**config.mk**
```make
export PLATFORM = sky130hd
export DESIGN_NAME = rom_dl_sched
export DESIGN_NICKNAME = d
export VERILOG_FILES = /design/src/rtl/rom_dl_pkg.sv /design/src/rtl/rom_dl_fifo.sv /design/src/rtl/rom_dl_sched.sv
export SDC_FILE = /design/constraint.sdc
export NUM_CORES = 1
export LEC_CHECK = 0
export ABC_AREA = 1
export BUFFER_PORTS_ARGS = -buffer_cell sky130_fd_sc_hd__buf_4
export CORE_MARGIN = 3
export CORE_UTILIZATION = 30
export CTS_BUF_LIST = sky130_fd_sc_hd__clkbuf_8 sky130_fd_sc_hd__clkbuf_16
export DETAILED_ROUTE_END_ITERATION = 10
export PLACE_DENSITY = 0.56
export SLEW_MARGIN = 20
export SYNTH_ARGS = -nofsm -noshare
export SYNTH_HDL_FRONTEND = slang
export SYNTH_HIERARCHICAL = 1
export SYNTH_SLANG_ARGS = --single-unit
```
**constraint.sdc**
```tcl
create_clock -name clk_sys -period 12.2 [get_ports clk_sys]
set_clock_uncertainty 0.2 [all_clocks]
set_input_delay 0.61 -clock clk_sys [delete_from_list [all_inputs] [get_ports clk_sys]]
set_output_delay 0.61 -clock clk_sys [all_outputs]
set_load 0.05 [all_outputs]
```
**src/rtl/rom_dl_pkg.sv**
```systemverilog
//------------------------------------------------------------------------------
// Module  : rom_dl_pkg
// Brief   : Shared types, region bases and region decode for the ROM download
//           scheduler.
// Revision: 1.0 - initial release
//------------------------------------------------------------------------------
`default_nettype none

package rom_dl_pkg;

    typedef enum logic [1:0] {REG_P1, REG_P2, REG_CORE, REG_NONE} region_t;
    typedef enum logic [0:0] {IDLE, WAIT} state_t;

    localparam logic [24:0] c_p1_base   = 25'h00000;
    localparam logic [24:0] c_p2_base   = 25'h10000;
    localparam logic [24:0] c_core_base = 25'h20000;

    typedef struct packed {
        logic [24:0] addr;
        logic [7:0]  data;
    } dl_entry_t;

    // Each region is a 64 KB window starting at its base.
    function automatic logic in_window(input logic [24:0] addr, input logic [24:0] base);
        logic [24:0] off;
        off = addr - base;
        return (addr >= base) && (off[24:16] == 9'd0);
    endfunction

    function automatic region_t decode_region(input logic [24:0] addr,
                                              input logic [24:0] p1_base,
                                              input logic [24:0] p2_base,
                                              input logic [24:0] core_base);
        if (in_window(addr, p1_base))   return REG_P1;
        if (in_window(addr, p2_base))   return REG_P2;
        if (in_window(addr, core_base)) return REG_CORE;
        return REG_NONE;
    endfunction

endpackage

`default_nettype wire

```
**src/rtl/rom_dl_fifo.sv**
```systemverilog
//------------------------------------------------------------------------------
// Module  : rom_dl_fifo
// Brief   : Synchronous download-byte FIFO; push and pop may coincide when full.
// Revision: 1.0 - initial release
//------------------------------------------------------------------------------
`default_nettype none

module rom_dl_fifo
    import rom_dl_pkg::*;
#(
    parameter int unsigned DEPTH = 4
) (
    input  logic      clk_sys,
    input  logic      res_n_i,
    input  logic      push,
    input  dl_entry_t push_data,
    input  logic      pop,
    output dl_entry_t head,
    output logic      full,
    output logic      empty
);

    localparam int unsigned c_ptr_w = $clog2(DEPTH);
    localparam int unsigned c_cnt_w = c_ptr_w + 1;

    dl_entry_t          r_mem [DEPTH];
    logic [c_ptr_w-1:0] r_wr_ptr;
    logic [c_ptr_w-1:0] r_rd_ptr;
    logic [c_cnt_w-1:0] r_count;
    logic               w_do_push;
    logic               w_do_pop;

    assign full      = (r_count == c_cnt_w'(DEPTH));
    assign empty     = (r_count == '0);
    assign w_do_pop  = pop & ~empty;
    // A pop frees the slot the push needs, so a full FIFO still accepts.
    assign w_do_push = push & (~full | w_do_pop);
    assign head      = r_mem[r_rd_ptr];

    always_ff @(posedge clk_sys) begin
        if (w_do_push) r_mem[r_wr_ptr] <= push_data;
    end

    always_ff @(posedge clk_sys or negedge res_n_i) begin
        if (!res_n_i) begin
            r_wr_ptr <= '0;
            r_rd_ptr <= '0;
            r_count  <= '0;
        end else begin
            if (w_do_push) r_wr_ptr <= r_wr_ptr + 1'b1;
            if (w_do_pop)  r_rd_ptr <= r_rd_ptr + 1'b1;
            case ({w_do_push, w_do_pop})
                2'b10:   r_count <= r_count + 1'b1;
                2'b01:   r_count <= r_count - 1'b1;
                default: r_count <= r_count;
            endcase
        end
    end

endmodule

`default_nettype wire

```
**src/rtl/rom_dl_sched.sv**
```systemverilog
//------------------------------------------------------------------------------
// Module  : rom_dl_sched
// Brief   : Routes ROM download bytes to SDRAM port1/port2 or the core bus,
//           and generates rom_loaded / core_reset. Option: ROM_CHECKSUM_EN.
// Revision: 1.0 - initial release
//------------------------------------------------------------------------------
`default_nettype none

module rom_dl_sched
    import rom_dl_pkg::*;
#(
    parameter int unsigned FIFO_DEPTH = 4,
    parameter logic [24:0] P1_BASE    = c_p1_base,
    parameter logic [24:0] P2_BASE    = c_p2_base,
    parameter logic [24:0] CORE_BASE  = c_core_base,
    parameter int unsigned RESET_HOLD = 16
) (
    input  logic        clk_sys,
    input  logic        res_n_i,
    input  logic        ioctl_downl,
    input  logic        ioctl_wr,
    input  logic [24:0] ioctl_addr,
    input  logic [7:0]  ioctl_dout,
    input  logic        status_rst,
    output logic        port1_req,
    input  logic        port1_ack,
    output logic [22:0] port1_a,
    output logic [1:0]  port1_ds,
    output logic        port1_we,
    output logic [15:0] port1_d,
    output logic        port2_req,
    input  logic        port2_ack,
    output logic [22:0] port2_a,
    output logic [1:0]  port2_ds,
    output logic        port2_we,
    output logic [15:0] port2_d,
    output logic        core_wr,
    output logic [15:0] core_addr,
    output logic [7:0]  core_dout,
    output logic        rom_loaded,
    output logic        core_reset,
    output logic        busy,
    output logic        overflow
`ifdef ROM_CHECKSUM_EN
    ,
    output logic [15:0] checksum
`endif
);

    localparam int unsigned c_hold_w = $clog2(RESET_HOLD + 1);

    logic r_wr_d, r_wr_d2, r_downl_d, r_dl_seen, r_sel_p2;
    dl_entry_t r_cap;
    state_t r_state, w_state_nxt;
    logic w_push, w_pop, w_full, w_empty, w_drop, w_downl_rise;
    logic w_issue_p1, w_issue_p2, w_core_wr, w_done, w_ack_match;
    dl_entry_t w_head;
    region_t w_region;
    logic [24:0] w_base;
    logic [15:0] w_offset;

    logic r_port1_req, r_port1_we, r_port2_req, r_port2_we;
    logic [22:0] r_port1_a, r_port2_a;
    logic [1:0]  r_port1_ds, r_port2_ds;
    logic [15:0] r_port1_d, r_port2_d;
    logic r_core_wr, r_rom_loaded, r_core_reset, r_overflow;
    logic [15:0] r_core_addr;
    logic [7:0]  r_core_dout;
    logic [c_hold_w-1:0] r_hold_cnt;

    assign w_push       = r_wr_d & ~r_wr_d2 & ioctl_downl;
    assign w_drop       = w_push & w_full & ~w_pop;
    assign w_downl_rise = ioctl_downl & ~r_downl_d;
    assign w_region     = decode_region(w_head.addr, P1_BASE, P2_BASE, CORE_BASE);
    assign w_ack_match  = r_sel_p2 ? (port2_ack == r_port2_req) : (port1_ack == r_port1_req);

    rom_dl_fifo #(.DEPTH(FIFO_DEPTH)) u_fifo (
        .clk_sys   (clk_sys),
        .res_n_i   (res_n_i),
        .push      (w_push),
        .push_data (r_cap),
        .pop       (w_pop),
        .head      (w_head),
        .full      (w_full),
        .empty     (w_empty)
    );

    always_comb begin
        w_base = '0;
        case (w_region)
            REG_P1:   w_base = P1_BASE;
            REG_P2:   w_base = P2_BASE;
            REG_CORE: w_base = CORE_BASE;
            default:  w_base = '0;
        endcase
        w_offset = 16'(w_head.addr - w_base);
    end

    always_ff @(posedge clk_sys or negedge res_n_i) begin
        if (!res_n_i) r_state <= IDLE;
        else          r_state <= w_state_nxt;
    end

    always_comb begin
        w_state_nxt = r_state;
        w_pop       = 1'b0;
        w_issue_p1  = 1'b0;
        w_issue_p2  = 1'b0;
        w_core_wr   = 1'b0;
        w_done      = 1'b0;
        case (r_state)
            IDLE: begin
                if (!w_empty) begin
                    w_pop = 1'b1;
                    case (w_region)
                        REG_P1:   begin w_issue_p1 = 1'b1; w_state_nxt = WAIT; end
                        REG_P2:   begin w_issue_p2 = 1'b1; w_state_nxt = WAIT; end
                        REG_CORE: w_core_wr = 1'b1;
                        default:  ;
                    endcase
                end
            end
            WAIT: begin
                if (w_ack_match) begin
                    w_done      = 1'b1;
                    w_state_nxt = IDLE;
                    // Only non-SDRAM entries drain alongside the completion cycle.
                    if (!w_empty && (w_region == REG_CORE || w_region == REG_NONE)) begin
                        w_pop     = 1'b1;
                        w_core_wr = (w_region == REG_CORE);
                    end
                end
            end
            default: w_state_nxt = IDLE;
        endcase
    end

    always_ff @(posedge clk_sys or negedge res_n_i) begin
        if (!res_n_i) begin
            r_wr_d <= 1'b0;  r_wr_d2 <= 1'b0;  r_downl_d <= 1'b0;
            r_dl_seen <= 1'b0;  r_sel_p2 <= 1'b0;  r_cap <= '0;
            r_port1_req <= 1'b0;  r_port1_we <= 1'b0;  r_port1_a <= '0;
            r_port1_ds <= '0;  r_port1_d <= '0;
            r_port2_req <= 1'b0;  r_port2_we <= 1'b0;  r_port2_a <= '0;
            r_port2_ds <= '0;  r_port2_d <= '0;
            r_core_wr <= 1'b0;  r_core_addr <= '0;  r_core_dout <= '0;
            r_rom_loaded <= 1'b0;  r_core_reset <= 1'b1;
            r_overflow <= 1'b0;  r_hold_cnt <= '0;
        end else begin
            r_wr_d    <= ioctl_wr;
            r_wr_d2   <= r_wr_d;
            r_downl_d <= ioctl_downl;
            r_cap     <= '{addr: ioctl_addr, data: ioctl_dout};
            if (ioctl_downl) r_dl_seen <= 1'b1;

            if (w_downl_rise) r_overflow <= 1'b0;
            if (w_drop)       r_overflow <= 1'b1;

            if (w_issue_p1) begin
                r_port1_req <= ~r_port1_req;
                r_port1_we  <= 1'b1;
                r_port1_a   <= {8'd0, w_offset[15:1]};
                r_port1_ds  <= {w_offset[0], ~w_offset[0]};
                r_port1_d   <= {w_head.data, w_head.data};
                r_sel_p2    <= 1'b0;
            end
            if (w_issue_p2) begin
                r_port2_req <= ~r_port2_req;
                r_port2_we  <= 1'b1;
                r_port2_a   <= {8'd0, w_offset[15:1]};
                r_port2_ds  <= {w_offset[0], ~w_offset[0]};
                r_port2_d   <= {w_head.data, w_head.data};
                r_sel_p2    <= 1'b1;
            end
            if (w_done) begin
                if (r_sel_p2) r_port2_we <= 1'b0;
                else          r_port1_we <= 1'b0;
            end

            r_core_wr <= w_core_wr;
            if (w_core_wr) begin
                r_core_addr <= w_offset;
                r_core_dout <= w_head.data;
            end

            if (r_dl_seen && !ioctl_downl && w_empty && r_state == IDLE)
                r_rom_loaded <= 1'b1;

            if (status_rst)              r_hold_cnt <= c_hold_w'(RESET_HOLD);
            else if (r_hold_cnt != '0)   r_hold_cnt <= r_hold_cnt - 1'b1;
            r_core_reset <= status_rst | ioctl_downl | ~r_rom_loaded | (r_hold_cnt != '0);
        end
    end

`ifdef ROM_CHECKSUM_EN
    logic [15:0] r_checksum;

    always_ff @(posedge clk_sys or negedge res_n_i) begin
        if (!res_n_i)                                       r_checksum <= '0;
        else if (w_downl_rise)                              r_checksum <= '0;
        else if (w_push && !w_drop && !r_rom_loaded)        r_checksum <= r_checksum + {8'd0, r_cap.data};
    end

    assign checksum = r_checksum;
`endif

    assign port1_req  = r_port1_req;
    assign port1_we   = r_port1_we;
    assign port1_a    = r_port1_a;
    assign port1_ds   = r_port1_ds;
    assign port1_d    = r_port1_d;
    assign port2_req  = r_port2_req;
    assign port2_we   = r_port2_we;
    assign port2_a    = r_port2_a;
    assign port2_ds   = r_port2_ds;
    assign port2_d    = r_port2_d;
    assign core_wr    = r_core_wr;
    assign core_addr  = r_core_addr;
    assign core_dout  = r_core_dout;
    assign rom_loaded = r_rom_loaded;
    assign core_reset = r_core_reset;
    assign overflow   = r_overflow;
    assign busy       = ~w_empty | (r_state != IDLE);

endmodule

`default_nettype wire
```
==> impl_metrics.sql <==
INSERT INTO impl_metrics (metric_group, metric, value, unit) VALUES
('run_status', 'outcome', 'completed', ''),
('routing', 'viasPerCell', '4.39', ''),
('logic_synthesis', 'sequential_to_total_area_share_from_yosys_stat', '69.1', '%'),
('floorplanning', 'fp.dieH', '194', 'µm'),
('clocking', 'tritoncts', 'yes', ''),
('sta', 'period_share', '39.4', '%'),
('critical_path', 'crit-reg2reg-launch', 'u_fifo/r_rd_ptr[0]', ''),
('critical_path', 'cp_data_arrival_time', '4740', 'ps'),
('power_and_ir_drop', 'power.density_cell_area', '244', 'nW/µm²'),
('logic_synthesis', 'yosys.cell_types.count', '39', ''),
('routing', 'drtAntennaViolNets', '0', ''),
('logic_synthesis', 'count_of_mapped_cells_out_of_synthesis', '915', ''),
('logic_synthesis', 'synth_flop_cell', 'edfxtp_1', ''),
('clocking', 'cts.clk_slew.worst_paths', '70', 'ps'),
('global_routing', 'grt_start_max_net_pins', '70', ''),
('clocking', 'cts_max_path_buffers', '3', ''),
('critical_path', 'critical_path_required', '12130', 'ps'),
('place', 'hpwlAfterDp', '15300', 'µm'),
('routing', 'drt-pass1-iter-count', '5', ''),
('clocking', 'postCtsResizedCells', '0', ''),
('place', 'portBuffers', '138', ''),
('clocking', 'clock_insertion_delay_at_the_later_pin_of_the_skew_report', '540', 'ps'),
('sta', 'max_slew_vio_count', '0', ''),
('finish', 'layout_commonest_cell', 'nand2_1', ''),
('floorplanning', 'row_count', '68', ''),
('clocking', 'cts_root_buf', 'clkbuf_16', ''),
('floorplanning', 'initial_core_util', '30.5', '%'),
('global_routing', 'grt_antenna_before_repair', '0', ''),
('logic_synthesis', 'proportion_of_synthesized_flip_flops_having_asynchronous_set_or_reset', '50.2', '%'),
('finish', 'area_delta_synth_final', '24.0', '%'),
('clocking', 'cts_num_sinks', '265', ''),
('routing', 'vias', '6772', ''),
('finish', 'num_antenna_cells', '0', ''),
('routing', 'drtIter0Drc', '435', ''),
('logic_synthesis', 'avgSynthCellArea', '11.5', 'µm²'),
('finish', 'layout.cells.most_common_list', '179 x nand2_1, 139 x buf_4, 132 x edfxtp_1, 131 x dfrtp_1, 118 x nor2_1', ''),
('critical_path', 'end_kind', 'flip-flop', ''),
('power_and_ir_drop', 'power.leakage', '5.75', 'nW'),
('hold_path', 'min_path_type', 'input pin to flip-flop', ''),
('floorplanning', 'die_w', '194', 'µm'),
('flow_run', 'cap_viol_max_count', '0', ''),
('sta', 'worstMarginPinSlew', '1100', 'ps'),
('floorplanning', 'design.core.area', '34600', 'µm²'),
('clocking', 'tritoncts.num_buffers', '28', ''),
('logic_synthesis', 'synth_edf_count', '132', ''),
('logic_synthesis', 'synth_area', '10500', 'µm²'),
('global_routing', 'track_usage', '12.3', '%'),
('place', 'detailed_place.area', '11700', 'µm²'),
('global_routing', 'globalRouteOverflowTotal', '0', ''),
('sta', 'total_negative_setup_slack', '0', 'ps'),
('hold_path', 'hold_path.startpoint', 'status_rst', ''),
('sta', 'max_freq', '208', 'MHz'),
('routing', 'route.detailed.drc', '0', ''),
('sta', 'setup_viol_count_final', '0', ''),
('finish', 'final_cell_area', '13100', 'µm²'),
('critical_path', 'critPathKind', 'flip-flop to flip-flop', ''),
('floorplanning', 'io_pins', '155', ''),
('logic_synthesis', 'synth_warnings', '6', ''),
('power_and_ir_drop', 'worst_ir_drop_vdd', '0.111', 'mV'),
('sta', 'grt_setup_unrepaired', 'false', ''),
('global_routing', 'grt_pass1_vias', '6510', ''),
('sta', 'timing.final.crit_period', '4810', 'ps'),
('routing', 'drt_wl_total', '23400', 'µm'),
('logic_synthesis', 'ys_ff_latch', '265', ''),
('finish', 'fin_nets', '1117', ''),
('place', 'gp_congestion', '0.735', ''),
('finish', 'final_layout_size_suffix_gt1_share', '20.5', '%'),
('critical_path', 'crit_path_max_fanout', '69', ''),
('critical_path', 'element_type_at_the_critical_path_start', 'flip-flop', ''),
('sta', 'finalHoldViolCount', '0', ''),
('floorplanning', 'fp.dieArea', '37400', 'µm²'),
('global_routing', 'grt_first_pass_wirelength', '37300', 'µm'),
('sta', 'slew-limit-headroom', '26.4', '%'),
('power_and_ir_drop', 'totalPowerFinal', '3.18', 'mW'),
('critical_path', 'critical_path.startpoint', 'u_fifo/r_rd_ptr[0]', ''),
('clocking', 'htree_num_levels', '1', ''),
('routing', 'drt-wirelength-per-cell', '15.2', 'µm');
synth_stat cells, types with 2 or more instances:
library cell,count,area share (%)
clkbuf_1,2,0.071
o21ai_2,16,1.3
clkbuf_2,2,0.095
dfrtp_1,132,31
buf_4,38,2.7
nor3_1,3,0.14
nand3b_1,2,0.14
nor2_4,2,0.21
nand3_1,40,1.9
inv_1,54,1.9
nand2_1,179,6.4
nand2_4,4,0.43
o21ai_0,32,1.5
buf_6,17,1.8
ha_1,9,1.1
nor2_2,4,0.24
nor2_1,122,4.3
nand2_2,2,0.12
buf_2,11,0.52
inv_2,3,0.11
o21ai_1,90,4.3
edfxtp_1,132,38
xor2_1,3,0.25
layout make-up:
class | instances | area [µm²]
clock buffer | 31 | 753
fill | 3364 | 21600
multi-input combinational | 537 | 2570
timing repair buffer | 177 | 1440
sequential | 265 | 7290
tap | 455 | 569
inverter | 58 | 221
clock inverter | 21 | 221
registers in the layout (all words and copies together) (netlist names), 3 cells and up:
register / cells
port1_d: 8
core_addr: 16
port2_a: 15
r_cap: 33
core_dout: 8
r_hold_cnt: 5
u_fifo/r_count: 3
port1_a: 15
u_fifo/r_mem: 132
port2_d: 8
worst paths after layout:
kind                                        to  slack, ps  depth (start not counted)
setup / recovery           u_fifo/r_mem[0][23]       7390                         18
hold / removal                   r_hold_cnt[3]         60                          2
setup reg to reg           u_fifo/r_mem[0][23]       7390                         18
hold reg to reg                        r_wr_d2        180                          0
max in group asynchronous           port2_a[6]      10060                          3
min in group asynchronous            r_cap[26]        450                          2
kinds of logic (layout without fill, tap and decap cells):
kind of cell               Yosys count  after routing  synth area share, %
and+or+nand+nor                    364            364                 14.4
adders and majority gates           10             10                 1.26
xor gates and xnor gates             4              4                0.332
AOI/OAI and AO/OA                  143            143                 7.53
other                                1             16               0.0356
buffers and inverters              128            287                 7.30
DFF                                265            265                 69.1
through the flow:
stage | std cells | utilization (%) | hold WS, ps | setup slack [ps]
finish | 1544 | 37.8 | 63.9 | 7390
global route | 1544 | 37.8 | 53.7 | 6940
CTS | 1543 | 37.7 | 45.4 | 7310
detailed placement | 1455 | 33.8 | 170 | 7340
global placement | 1455 | 33.8 | 175 | 7530
floorplan | 930 | - | 114 | 7840
worst max-delay path: stages (launching register included):
cell and delay (ps):
dfrtp_2 380, buf_4 350, inv_4 590, o21ai_1 120
o21ai_1 250, inv_1 90, ha_1 210, inv_1 100
nor2_1 60, nand2_1 80, nand2_1 70, nand2_1 110
nand2_4 100, or2_2 300, nand2_1 120, inv_1 50
nand3_1 130, nand2_2 180, nor2_4 880
power breakdown:
group / switching [mW] / total (mW) / internal, mW
sequential: 0.0820 / 1.15 / 1.07
clock: 0.335 / 0.880 / 0.545
combinational: 0.839 / 1.16 / 0.317
routing by layer:
layer,track usage (%),wire length (µm)
met5,0,0
met1,17.3,11000
met3,1.95,1090
met2,20.1,11000
met4,2.81,350
timing repair:
action / in CTS / in global routing
hold buffers: 36 / 0
buffers inserted: 0 / 0
hold endpoints to repair: 100 / 0
No activity file was read; power rests on OpenSTA's default activity.
